--- src/rtl/step_gen_q.sv ---
// step_gen_q: phase-accumulator step/dir pulse generator with a signed step queue.
// The accumulator emits one step event each time its MSB toggles. Events are
// counted in a saturating signed pending counter, and a pulse FSM plays the queue
// out to the driver pins using runtime setup/high/hold timing.
//
//   state | meaning
//   ------+-------------------------------------------------------------
//   IDLE  | no pulse in flight; starts one when pending != 0
//   SETUP | dir driven, step inactive, waiting max(t_setup,1) cycles
//   HIGH  | step active for max(t_high,1) cycles
//   HOLD  | step inactive, dir held for max(t_hold,1) cycles, then position update
module step_gen_q #(
  parameter int ACC_W        = 32,
  parameter int POS_W        = 32,
  parameter int CNT_W        = 10,
  parameter int PEND_W       = 4,
  parameter int STEP_ACT_LOW = 0
) (
  input  logic              clk,
  input  logic              reset,
  input  logic              enable,
  input  logic [ACC_W-1:0]  velocity,
  input  logic              set_position,
  input  logic [POS_W-1:0]  data_in,
  input  logic [CNT_W-1:0]  t_setup,
  input  logic [CNT_W-1:0]  t_high,
  input  logic [CNT_W-1:0]  t_hold,
  input  logic              clr_err,
  output logic [POS_W-1:0]  position,
  output logic [ACC_W-1:0]  acc,
  output logic [PEND_W-1:0] pending,
  output logic              step,
  output logic              dir,
  output logic              busy,
  output logic              overrun
);

  typedef enum logic [1:0] {IDLE, SETUP, HIGH, HOLD} state_t;

  localparam logic signed [PEND_W+1:0] P_ONE = (PEND_W+2)'(1);
  localparam logic signed [PEND_W+1:0] P_MAX = (PEND_W+2)'(2**(PEND_W-1)-1);
  localparam logic signed [PEND_W+1:0] P_MIN = -P_MAX;

  state_t                    state_q, state_d;
  logic [ACC_W-1:0]          acc_q, acc_d, acc_sum;
  logic [POS_W-1:0]          pos_q, pos_d;
  logic signed [PEND_W-1:0]  pend_q, pend_d;
  logic signed [PEND_W+1:0]  pend_ext, ev_delta, cons_delta, pend_sum, pend_keep;
  logic [CNT_W-1:0]          cnt_q, cnt_d;
  logic                      dir_q, dir_d;
  logic                      step_act_q, step_act_d;
  logic                      overrun_q, overrun_d;
  logic                      discard_q, discard_d;
  logic                      adv, ev, ev_rev, ovf, cons, pulse_done;

  // zero timing values are stretched to a single cycle
  function automatic logic [CNT_W-1:0] at_least1(input logic [CNT_W-1:0] t);
    return (t == '0) ? CNT_W'(1) : t;
  endfunction

  // accumulator advance and step-event detection on MSB toggle
  always_comb begin
    adv     = enable & ~set_position;
    acc_sum = acc_q + velocity;
    ev      = adv && (acc_sum[ACC_W-1] != acc_q[ACC_W-1]);
    ev_rev  = velocity[ACC_W-1];
    acc_d   = acc_q;
    if (set_position) acc_d = '0;
    else if (adv)     acc_d = acc_sum;
  end

  // pulse FSM: next state, down-counter reload and pin levels
  always_comb begin
    state_d    = state_q;
    cnt_d      = cnt_q;
    dir_d      = dir_q;
    step_act_d = step_act_q;
    discard_d  = discard_q;
    cons       = 1'b0;
    pulse_done = 1'b0;
    case (state_q)
      IDLE: begin
        step_act_d = 1'b0;
        if (pend_q != '0 && !set_position) begin
          dir_d     = pend_q[PEND_W-1];
          cons      = 1'b1;
          cnt_d     = at_least1(t_setup);
          discard_d = 1'b0;
          state_d   = SETUP;
        end
      end
      SETUP: begin
        if (cnt_q == CNT_W'(1)) begin
          step_act_d = 1'b1;
          cnt_d      = at_least1(t_high);
          state_d    = HIGH;
        end else begin
          cnt_d = cnt_q - CNT_W'(1);
        end
      end
      HIGH: begin
        if (cnt_q == CNT_W'(1)) begin
          step_act_d = 1'b0;
          cnt_d      = at_least1(t_hold);
          state_d    = HOLD;
        end else begin
          cnt_d = cnt_q - CNT_W'(1);
        end
      end
      HOLD: begin
        if (cnt_q == CNT_W'(1)) begin
          pulse_done = 1'b1;
          state_d    = IDLE;
        end else begin
          cnt_d = cnt_q - CNT_W'(1);
        end
      end
      default: begin
        step_act_d = 1'b0;
        state_d    = IDLE;
      end
    endcase
    // a position load while a pulse is in flight voids that pulse's position update
    if (set_position && state_q != IDLE) discard_d = 1'b1;
  end

  // pending queue, overrun flag and position bookkeeping
  always_comb begin
    pend_ext   = {{2{pend_q[PEND_W-1]}}, pend_q};
    ev_delta   = ev ? (ev_rev ? -P_ONE : P_ONE) : '0;
    cons_delta = cons ? (pend_q[PEND_W-1] ? -P_ONE : P_ONE) : '0;
    pend_keep  = pend_ext - cons_delta;
    pend_sum   = pend_keep + ev_delta;
    ovf        = ev && (pend_sum > P_MAX || pend_sum < P_MIN);

    pend_d = pend_sum[PEND_W-1:0];
    if (set_position) pend_d = '0;
    else if (ovf)     pend_d = pend_keep[PEND_W-1:0];

    overrun_d = overrun_q;
    if (set_position) overrun_d = 1'b0;
    else if (ovf)     overrun_d = 1'b1;
    else if (clr_err) overrun_d = 1'b0;

    pos_d = pos_q;
    if (set_position)                   pos_d = data_in;
    else if (pulse_done && !discard_q)  pos_d = dir_q ? pos_q - POS_W'(1) : pos_q + POS_W'(1);
  end

  // state registers; async reset forces step inactive immediately
  always_ff @(posedge clk or posedge reset) begin
    if (reset) begin
      state_q    <= IDLE;
      acc_q      <= '0;
      pos_q      <= '0;
      pend_q     <= '0;
      cnt_q      <= '0;
      dir_q      <= 1'b0;
      step_act_q <= 1'b0;
      overrun_q  <= 1'b0;
      discard_q  <= 1'b0;
    end else begin
      state_q    <= state_d;
      acc_q      <= acc_d;
      pos_q      <= pos_d;
      pend_q     <= pend_d;
      cnt_q      <= cnt_d;
      dir_q      <= dir_d;
      step_act_q <= step_act_d;
      overrun_q  <= overrun_d;
      discard_q  <= discard_d;
    end
  end

  assign position = pos_q;
  assign acc      = acc_q;
  assign pending  = pend_q;
  assign step     = step_act_q ^ (STEP_ACT_LOW != 0);
  assign dir      = dir_q;
  assign busy     = (state_q != IDLE);
  assign overrun  = overrun_q;

endmodule

--- config.mk ---
export PLATFORM = sky130hd
export DESIGN_NAME = step_gen_q
export DESIGN_NICKNAME = d
export VERILOG_FILES = /design/src/rtl/step_gen_q.sv
export SDC_FILE = /design/constraint.sdc
export NUM_CORES = 1
export LEC_CHECK = 0
export CAP_MARGIN = 20
export CELL_PAD_IN_SITES_DETAIL_PLACEMENT = 2
export CELL_PAD_IN_SITES_GLOBAL_PLACEMENT = 2
export CORE_MARGIN = 2
export CORE_UTILIZATION = 33
export DETAILED_ROUTE_END_ITERATION = 16
export GPL_TIMING_DRIVEN = 1
export HOLD_SLACK_MARGIN = 0.15
export PLACE_DENSITY = 0.88
export SYNTH_ARGS = -nofsm -noshare
export SYNTH_HDL_FRONTEND = slang
export SYNTH_SLANG_ARGS = --single-unit
--- constraint.sdc ---
create_clock -name clk -period 9 [get_ports clk]
set_clock_uncertainty 0.1 [all_clocks]
set_input_delay 1.8 -clock clk [delete_from_list [all_inputs] [get_ports clk]]
set_output_delay 1.8 -clock clk [all_outputs]
set_load 0.01 [all_outputs]
==> impl_summary.txt, run 1 <==
----------------------------------------------------
[Power]
  Leak Pwr ... 4.26 nW
  Power Density ... 166 nW/um^2
  IR Drop Worst-Case VDD ... 94.1 uV

[Timing]
  Worst-case hold slack ... 426 ps
  Final Max Slew Viols ... 0
  Maximum operating frequency ... 139 MHz
  Final total negative setup slack ... 0 ps
  RSZ-0062 raised after global routing ... false
  Total count of hold-check failures in the final report ... 0
  Slew @ Worst Pin ... 1010 ps
  Fraction of the cycle the final worst path needs ... 80.0%
  Final number of setup-violating endpoints ... 0
  Final Critical Period ... 7200 ps
  Slew Limit Headroom ... 32.6%

[Global route]
  Maximum number of pins on one net before global-route repair ... 86
  Via count of the first global-routing pass ... 8552
  Overall fraction of global-route tracks in use ... 23.0%
  First-pass GRT wire length ... 44800 um
  Initial antenna violation count ... 0
  Global route total overflow ... 0

[Clocking]
  Number of clock sinks ... 84
  Hold bufs inserted after CTS ... 0
  Clock transition time at the flip-flop clock pins of the worst setup and hold paths ... 70 ps
  Number of buffers created by CTS ... 9
  Root Buffer ... clkbuf_16
  Clock latency at the later pin of the worst-skew pair ... 360 ps
  Post-CTS setup-driven buffer insertion count ... 0
  CTS tree ... built
  CTS H-tree depth ... 3
  Clock Path Buffers ... 2
  Number of cells upsized or downsized after cts ... 0

[Detailed routing]
  Drc violations ... 0
  Residual antenna-violating net count after detailed routing ... 0
  DRT Pass-1 Iters ... 6
  Via Count ... 7529
  Total wire length ... 27600 um
  Wirelength per Cell ... 20.6 um
  Number of DRC markers after the initial detailed-route iteration ... 214
  Ratio of routed vias to standard cells ... 5.64

[Synthesis]
  Share of flip-flops with an asynchronous set or reset after synthesis ... 100%
  Synth cell types ... 79
  Synth Cell Area ... 7540 um^2
  Mapped Avg Cell Area ... 8.46 um^2
  Yosys warning count ... 0
  Count of flip-flops with a built-in enable after synthesis ... 0
  Total nets after synthesis ... 1070
  Post-synthesis sequential element count ... 84
  Primary FF master, synth ... dfrtp_1
  Number of instances in the synthesized netlist ... 892
  Seq/Total Area, Yosys ... 27.9%

[Placed design]
  Detailed placement HPWL ... 21300 um
  Port Buffers ... 170
  Routability Congestion ... 0.811

[Critical path]
  Worst Setup Start Kind ... input pin
  Startpoint of the worst-slack reg-to-reg timing path ... acc[2]$_DFFE_PP0P_
  Launch point of the worst path ... velocity[2]
  Nature of the critical path endpoint ... flip-flop
  WP data arrival ... 7360 ps
  Critical path class ... input pin to flip-flop
  CP max FO ... 5
  Required time worst endpoint ... 9160 ps

[Hold path]
  Launch point of the worst hold path ... step$_DFFE_PP0P_
  Type of the worst min-delay path ... flip-flop to flip-flop

[Run status]
  Run status ... completed

[Layout]
  Area grow syn2layout ... 29.9%
  Antenna Cells ... 0
  End-of-flow core utilization ... 43.4%
  Layout net count ... 1224
  Layout cells sized above 1 ... 5.14%

[Run]
  Max-cap violations ... 0

[Die]
  Std cell rows ... 55
  Total core area ... 22600 um^2
  Top-level I/O count ... 171
  Die Y ... 155 um
  Effective utilization at floorplan ... 33.4%
  Chip width ... 155 um
  Area of the die ... 24100 um^2

----------------------------------------------------
[registers in the layout, summed over array words and instances (netlist names)]
| register | count |
|---|---|
| pending | 4 |
| overrun | 1 |
| step | 1 |
| cnt_q | 10 |
| dir | 1 |
| state_q | 2 |
| acc | 32 |
| position | 32 |
| discard_q | 1 |
[metrics by stage]
| step | instance area (um^2) | power [mW] | std cells | worst slack (ps) |
|---|---|---|---|---|
| after global routing | 9800 | 1.72 | 1336 | 1420 |
| after detailed placement | 9470 | 1.20 | 1320 | 1470 |
| final | 9800 | 1.62 | 1336 | 1800 |
| after floorplan | 7540 | 0.921 | 892 | 2600 |
| after global placement | 9470 | 1.16 | 1320 | 1810 |
| after CTS | 9800 | 1.64 | 1336 | 1810 |
[where the power goes]
part / internal, mW / switching, mW
Sequential: 0.420 / 0.0438
Clock: 0.251 / 0.172
Combinational: 0.338 / 0.399
Total: 1.01 / 0.614
[worst max-delay path: stages]
cell and delay, ps:
clkdlybuf4s50_1 410, ha_1 350, o21ai_0 400, o21ai_2 160
a221oi_2 360, o2bb2ai_2 250, o41ai_4 160, a221oi_2 560
xnor2_1 200, and2_1 200, ha_1 220, fa_1 420
a21oi_1 150, nor2_1 50, nor2_1 110, xor2_1 100
or3_2 480, mux2_2 270, and4_4 210, or2_4 270
a211oi_2 230
[Yosys cell counts, types with 15 or more instances]
master / instances / share of area, %
a21o_1: 23 / 2.3
a21oi_1: 86 / 5.7
clkbuf_1: 24 / 1.2
dfrtp_1: 84 / 28
ha_1: 75 / 12
inv_1: 36 / 1.8
mux2i_1: 29 / 3.8
nand2_1: 81 / 4.0
nand3_1: 15 / 1.0
nor2_1: 70 / 3.5
nor3_1: 20 / 1.3
o21ai_0: 81 / 5.4
xnor2_1: 41 / 4.8
xor2_1: 17 / 2.0
[routing by layer]
layer / routed length, um / GRT usage (%)
met5: 0 / 0
met1: 12200 / 28.1
met2: 14200 / 43.0
met4: 531 / 6.95
met3: 611 / 1.98
[logic make-up after synthesis]
group           share of synthesized area [%]
flops                                    27.9
compound gates                           26.5
mux                                      4.30
simple gates                             16.9
xor+xnor                                 6.74
fa+ha+maj                                13.5
buf+inv                                  4.13
[placed cells by master (no fill, tap or decap), types with 15 or more instances in the layout]
cell / n
nand3_1: 15
xor2_1: 17
clkdlybuf4s50_1: 169
mux2i_1: 29
xnor2_1: 41
a21oi_1: 86
inv_1: 35
nor3_1: 20
nor2_1: 70
o21ai_0: 81
ha_1: 75
dfrtp_1: 84
a21o_1: 23
nand2_1: 81
[cell type report]
class / instances / area [um^2]
clock buffer: 10 / 239
tap: 285 / 357
clock inverter: 6 / 87.6
inverter: 36 / 138
multi-input combinational: 739 / 5130
timing repair buffer: 176 / 1740
sequential: 84 / 2100
fill: 2496 / 12800
[path summary, 6_finish.rpt]
kind	cells after the start	slack, ps	to
worst min register to register	1	430	step$_DFFE_PP0P_
min in group asynchronous	2	1720	position[31]$_DFFE_PP0P_
worst max register to register	20	3260	pending[0]$_DFF_PP0_
worst min-delay path	1	430	step$_DFFE_PP0P_
max in group asynchronous	3	6000	acc[1]$_DFFE_PP0P_
worst max-delay path	21	1800	pending[0]$_DFF_PP0_
Note: power is estimated with default switching activity, not from simulation.
==> run 2, diff against run 1 <==
Settings changed: CORE_UTILIZATION 33 to 27, PLACE_DENSITY 0.88 to 0.77.
Clock period 9 ns to 6.34 ns, I/O delays scaled along.
==> run 2 against run 1 <==
  * Combinational power increased by 44%
  * Critical endpoint is now overrun$_DFFE_PP0P_
  * Worst hold slack got worse by 8.4 ps
  * Register-to-register slack lost 2100 ps
  * Utilization decreased by 7.0 points
  * Flip-flop and latch count stayed put
  * Setup slack got worse by 1600 ps
  * Non-clock buffer count grew 19
  * Critical path type unchanged
  * Via count shrank 0.35%
  * Final cell count is 8.5% higher
==> impl_summary.txt, run 2 (same netlist as run 1, synthesis figures left out) <==
----------------------------------------------------
[Run status]
  Run status ... completed

[Timing]
  Final number of setup-violating endpoints ... 0
  Maximum operating frequency ... 163 MHz
  Fraction of the cycle the final worst path needs ... 96.7%
  Final Max Slew Viols ... 0
  Slew @ Worst Pin ... 1020 ps
  Final Critical Period ... 6130 ps
  Total count of hold-check failures in the final report ... 0
  Final worst slack ... 208 ps
  Slew Limit Headroom ... 32.2%

[Detailed routing]
  Drc violations ... 0
  DRT Pass-1 Iters ... 4
  Total wire length ... 27000 um
  Ratio of routed vias to standard cells ... 5.18
  Wirelength per Cell ... 18.6 um
  Via Count ... 7503
  Residual antenna-violating net count after detailed routing ... 0
  Number of DRC markers after the initial detailed-route iteration ... 205

[Clocking]
  CTS tree ... built
  Clock Path Buffers ... 2
  CTS H-tree depth ... 3
  Clock latency at the later pin of the worst-skew pair ... 350 ps
  Number of clock sinks ... 84
  Clock transition time at the flip-flop clock pins of the worst setup and hold paths ... 70 ps
  Root Buffer ... clkbuf_16
  Number of buffers created by CTS ... 9

[Critical path]
  Required time worst endpoint ... 6480 ps
  Terminus of the critical flop-to-flop path ... overrun$_DFFE_PP0P_
  Launch point of the worst path ... velocity[1]
  WP data arrival ... 6270 ps
  Slowest stage cell, crit path ... or3_2
  List of cells traversed by the critical path ... clkdlybuf4s50_1 -> ha_1 -> a211oi_2 -> o21ai_2 -> a221oi_2 -> o2bb2ai_2 -> o41ai_4 -> a221oi_2 -> xnor2_1 -> and2_1 -> ha_1 -> fa_1 -> a21oi_2 -> nor2_1 -> nor2_1 -> xor2_1 -> or3_2 -> mux2_2 -> and4_4 -> or2_4 -> a21o_2
  Startpoint of the worst-slack reg-to-reg timing path ... acc[1]$_DFFE_PP0P_
  Nature of the critical path endpoint ... flip-flop
  Worst reg2reg path depth ... 20
  Worst Setup Start Kind ... input pin
  Critical path class ... input pin to flip-flop
  CP max FO ... 5
  Termination of the worst setup path ... overrun$_DFFE_PP0P_
  Critical Path Max Stage Delay ... 480 ps
  Register-to-register path setup slack ... 1160 ps

[Layout]
  Final Non-Filler Cells ... 1449
  Multi-input logic area ... 5140 um^2
  Number of filler instances in the final layout ... 3125
  Commonest cells after routing, fill and taps aside ... 169 x clkdlybuf4s50_1, 85 x a21oi_1, 84 x dfrtp_1, 81 x nand2_1, 80 x o21ai_0
  Layout cells sized above 1 ... 6.82%
  Area grow syn2layout ... 33.2%
  Area of all sequential standard cells ... 2100 um^2
  Layout net count ... 1243
  Most frequent standard cell in the layout excluding fill and tap cells ... clkdlybuf4s50_1

[Global route]
  Initial antenna violation count ... 2
  First-pass GRT wire length ... 43700 um
  Maximum number of pins on one net before global-route repair ... 56
  Overall fraction of global-route tracks in use ... 18.8%
  Global route total overflow ... 0
  Via count of the first global-routing pass ... 8229

[Power]
  Leak Pwr ... 4.35 nW
  Part of the total power dissipated in the clock network ... 25.1%
  Switching power summed over all nets ... 0.862 mW
  Share of power burned in combinational logic ... 46.2%
  Sw frac ... 37.7%
  Internal Pwr Total ... 1.43 mW
  Sequential share of power ... 28.7%
  Power Density ... 228 nW/um^2
  IR Drop Worst-Case VDD ... 102 uV

[Die]
  Effective utilization at floorplan ... 27.3%
  Die Y ... 171 um
  Top-level I/O count ... 171
  Total core area ... 27600 um^2
  Std cell rows ... 61
  Area of the die ... 29300 um^2
  Chip width ... 171 um

[Placed design]
  Placed Instances ... 1431
  Detailed placement HPWL ... 20800 um
  Routability Congestion ... 0.799
  Worst slack at placement ... -196 ps
  Port Buffers ... 170

[Hold path]
  Worst Hold Depth ... 1
  Type of the worst min-delay path ... flip-flop to flip-flop

[Run]
  Max-cap violations ... 0

----------------------------------------------------
run 2: cell count changes in the layout (fill, tap and decap cells not counted), sizes merged:
cell and change:
clkinvlp -1, bufinv -1, clkbuf +3, diode +1
clkinv -1, buf +19
run 2: layer usage:
metal	share of wire, %	track usage (%)
met5	0	0
met4	1.4	4.97
met3	2.7	2.38
met2	49	32.9
met1	46	24.3
run 2: timing repair:
item                       in CTS  in global routing
setup endpoints to repair       0                  5
setup buffers                   0                  1
hold endpoints to repair        0                  0
hold buffers                    0                  0
gates resized for setup         0                  3
run 2: worst min-delay path by stage:
stage / start / slack (ps) / end
floorplan: cnt_q[1]$_DFFE_PP0P_ / 370 / cnt_q[1]$_DFFE_PP0P_
CTS: overrun$_DFFE_PP0P_ / 430 / overrun$_DFFE_PP0P_
detailed placement: overrun$_DFFE_PP0P_ / 390 / overrun$_DFFE_PP0P_
finish: overrun$_DFFE_PP0P_ / 420 / overrun$_DFFE_PP0P_
global route: overrun$_DFFE_PP0P_ / 430 / overrun$_DFFE_PP0P_
global placement: overrun$_DFFE_PP0P_ / 370 / overrun$_DFFE_PP0P_
run 2: layout make-up:
type                            instances  area share [%]
Clock buffer                           13            2.59
Clock inverter                          3           0.448
Multi-Input combinational cell        739            51.1
Sequential cell                        84            20.9
Timing Repair Buffer                  195            18.8
Antenna cell                            1          0.0249
Inverter                               36            1.37
Tap cell                              378            4.71
run 2: critical path: cells and delay by family:
family | cells | cell delay, ps
multiplexers | 1 | 280
adder cells (fa/ha/maj) | 3 | 970
AND/OR/NAND/NOR | 6 | 1290
XOR/XNOR | 2 | 210
AO/OA/AOI/OAI | 8 | 1800
buffers and inverters | 1 | 440
run 2: power groups by stage:
| stage | registers [mW] | logic (mW) | clock network, mW |
|---|---|---|---|
| 2_1_floorplan | 0.681 | 0.627 | 0 |
| 3_3_place_gp | 0.666 | 1.02 | 0 |
| 3_5_place_dp | 0.668 | 1.06 | 0 |
| 4_1_cts | 0.659 | 1.07 | 0.596 |
| 5_1_grt | 0.668 | 1.18 | 0.611 |
| 6_report | 0.657 | 1.06 | 0.575 |
run 2: stage by stage:
stage | TNS (ps) | power [mW] | util, % | cell area, um^2 | hold slack [ps]
final | 0 | 2.29 | 36.4 | 10000 | 418
after detailed placement | -863 | 1.72 | 35.2 | 9720 | 386
after global routing | -2.02 | 2.45 | 36.4 | 10000 | 434
after floorplan | 0 | 1.31 | - | 7540 | 373
after global placement | -30.3 | 1.69 | 35.2 | 9720 | 369
after CTS | 0 | 2.32 | 36.3 | 10000 | 429
==> run 3, diff against run 2 <==
Settings changed: SETUP_SLACK_MARGIN set to 0.02.
==> run 3 against run 2 <==
  * Die area stayed put
  * First-iteration DRC count is 5.4% higher
  * Non-clock buffer count stayed put
  * Critical path type unchanged
  * Highest routed layer unchanged
==> impl_summary.txt, run 3 (same netlist as run 1, synthesis figures left out) <==
----------------------------------------------------
[Run status]
  Run status ... completed

[Detailed routing]
  Residual antenna-violating net count after detailed routing ... 0
  Wirelength per Cell ... 18.6 um
  Total wire length ... 27000 um
  Via Count ... 7495
  DRT Pass-1 Iters ... 4
  Number of DRC markers after the initial detailed-route iteration ... 216
  Ratio of routed vias to standard cells ... 5.17
  Drc violations ... 0

[Timing]
  Slew Limit Headroom ... 32.2%
  Worst-case hold slack ... 418 ps
  Final worst slack ... 234 ps
  Slew @ Worst Pin ... 1020 ps
  Maximum operating frequency ... 164 MHz
  Fraction of the cycle the final worst path needs ... 96.3%
  Final Critical Period ... 6110 ps
  Total count of hold-check failures in the final report ... 0
  RSZ-0062 raised after global routing ... false
  Final Max Slew Viols ... 0
  Final number of setup-violating endpoints ... 0

[Placed design]
  Detailed placement HPWL ... 20800 um
  Placed Instances ... 1431
  Routability Congestion ... 0.799
  Port Buffers ... 170
  Worst slack at placement ... -196 ps

[Die]
  Chip width ... 171 um
  Top-level I/O count ... 171
  Std cell rows ... 61
  Effective utilization at floorplan ... 27.3%
  Area of the die ... 29300 um^2
  Total core area ... 27600 um^2
  Die Y ... 171 um

[Critical path]
  Category of cells accounting for the largest share of critical-path delay ... compound AO/OA/AOI/OAI gates
  Startpoint of the worst-slack reg-to-reg timing path ... acc[1]$_DFFE_PP0P_
  Launch point of the worst path ... velocity[1]
  Required time worst endpoint ... 6480 ps
  Critical path class ... input pin to flip-flop
  WP data arrival ... 6250 ps
  Worst reg2reg path depth ... 20
  Bufs and invs on worst path ... 1
  Critical Path Max Stage Delay ... 480 ps
  CP max FO ... 5
  Worst Setup Start Kind ... input pin
  Slowest stage cell, crit path ... or3_2
  Depth of the critical timing path with buffers and inverters included ... 21
  List of cells traversed by the critical path ... clkdlybuf4s50_1 -> ha_1 -> a211oi_2 -> o21ai_2 -> a221oi_2 -> o2bb2ai_2 -> o41ai_4 -> a221oi_2 -> xnor2_1 -> and2_1 -> ha_1 -> fa_1 -> a21oi_2 -> nor2_1 -> nor2_1 -> xor2_1 -> or3_2 -> mux2_2 -> and4_4 -> or2_4 -> a21o_2
  Nature of the critical path endpoint ... flip-flop

[Clocking]
  CTS H-tree depth ... 3
  Number of buffers created by CTS ... 9
  Hold bufs inserted after CTS ... 0
  Number of clock sinks ... 84
  Clock Path Buffers ... 2
  Root Buffer ... clkbuf_16
  CTS tree ... built
  Clock latency at the later pin of the worst-skew pair ... 350 ps
  Clock transition time at the flip-flop clock pins of the worst setup and hold paths ... 70 ps

[Layout]
  Final Non-Filler Cells ... 1449
  Layout cells sized above 1 ... 6.82%
  Most frequent standard cell in the layout excluding fill and tap cells ... clkdlybuf4s50_1
  Layout net count ... 1243
  Commonest cells after routing, fill and taps aside ... 169 x clkdlybuf4s50_1, 85 x a21oi_1, 84 x dfrtp_1, 81 x nand2_1, 80 x o21ai_0
  Area grow syn2layout ... 33.2%
  End-of-flow core utilization ... 36.4%
  Number of filler instances in the final layout ... 3125

[Global route]
  Overall fraction of global-route tracks in use ... 18.8%
  Maximum number of pins on one net before global-route repair ... 56
  Via count of the first global-routing pass ... 8229
  Global route total overflow ... 0
  Initial antenna violation count ... 2
  First-pass GRT wire length ... 43700 um

[Power]
  Total power consumption of the routed design ... 2.29 mW
  Power Density ... 228 nW/um^2
  IR Drop Worst-Case VDD ... 102 uV
  Leak Pwr ... 4.35 nW

[Hold path]
  Worst Hold Depth ... 1
  Type of the worst min-delay path ... flip-flop to flip-flop
  Launch point of the worst hold path ... overrun$_DFFE_PP0P_

[Run]
  Max-cap violations ... 0

----------------------------------------------------
## run 3: repair_timing
action,CTS,global route
setup endpoints to repair,0,5
setup buffers,0,1
gates resized for setup,0,3
## run 3: layer usage
| layer | routed length (um) | vias to the layer above | GRT usage (%) | share of wire (%) |
|---|---|---|---|---|
| met5 | 0 | - | 0 | 0 |
| met2 | 13400 | 97 | 32.9 | 50 |
| li1 | - | 3639 | - | - |
| met3 | 740 | 21 | 2.38 | 2.7 |
| met1 | 12500 | 3738 | 24.3 | 46 |
| met4 | 359 | 0 | 4.97 | 1.3 |
## run 3: worst register-to-register path, stage by stage (launching register included)
cell and delay, ps:
dfrtp_1 420, ha_1 340, a211oi_2 300, o21ai_2 150, a221oi_2 360, o2bb2ai_2 190, o41ai_4 130, a221oi_2 350
xnor2_1 120, and2_1 170, ha_1 220, fa_1 410, a21oi_2 140, nor2_1 50, nor2_1 120, xor2_1 90
or3_2 480, mux2_2 280, and4_4 210, or2_4 260, a21o_2 200
## run 3: final timing paths
path	slack, ps	endpoint
min in group asynchronous	1250	position[31]$_DFFE_PP0P_
worst min register to register	420	overrun$_DFFE_PP0P_
max in group asynchronous	3860	acc[18]$_DFFE_PP0P_
worst max-delay path	230	overrun$_DFFE_PP0P_
worst max register to register	1140	overrun$_DFFE_PP0P_
worst min-delay path	420	overrun$_DFFE_PP0P_
## run 3: final cells by class
class / instances / area (um^2) / share of cell area (%)
antenna: 1 / 2.50 / 0.0249
tap: 378 / 473 / 4.71
timing repair buffer: 195 / 1890 / 18.8
clock inverter: 3 / 45.0 / 0.448
sequential: 84 / 2100 / 20.9
clock buffer: 13 / 260 / 2.59
multi-input combinational: 739 / 5140 / 51.1
inverter: 36 / 138 / 1.37
## run 3: where the power goes
group / internal (mW) / total, mW / switching (mW)
Clock: 0.328 / 0.575 / 0.247
Combinational: 0.502 / 1.06 / 0.554
Sequential: 0.596 / 0.657 / 0.0613
## run 3: stage by stage
stage | setup TNS (ps) | area [um^2]
after CTS | 0 | 10000
after floorplan | 0 | 7540
after detailed placement | -863 | 9720
after global routing | 0 | 10000
after global placement | -30.3 | 9720
final | 0 | 10000
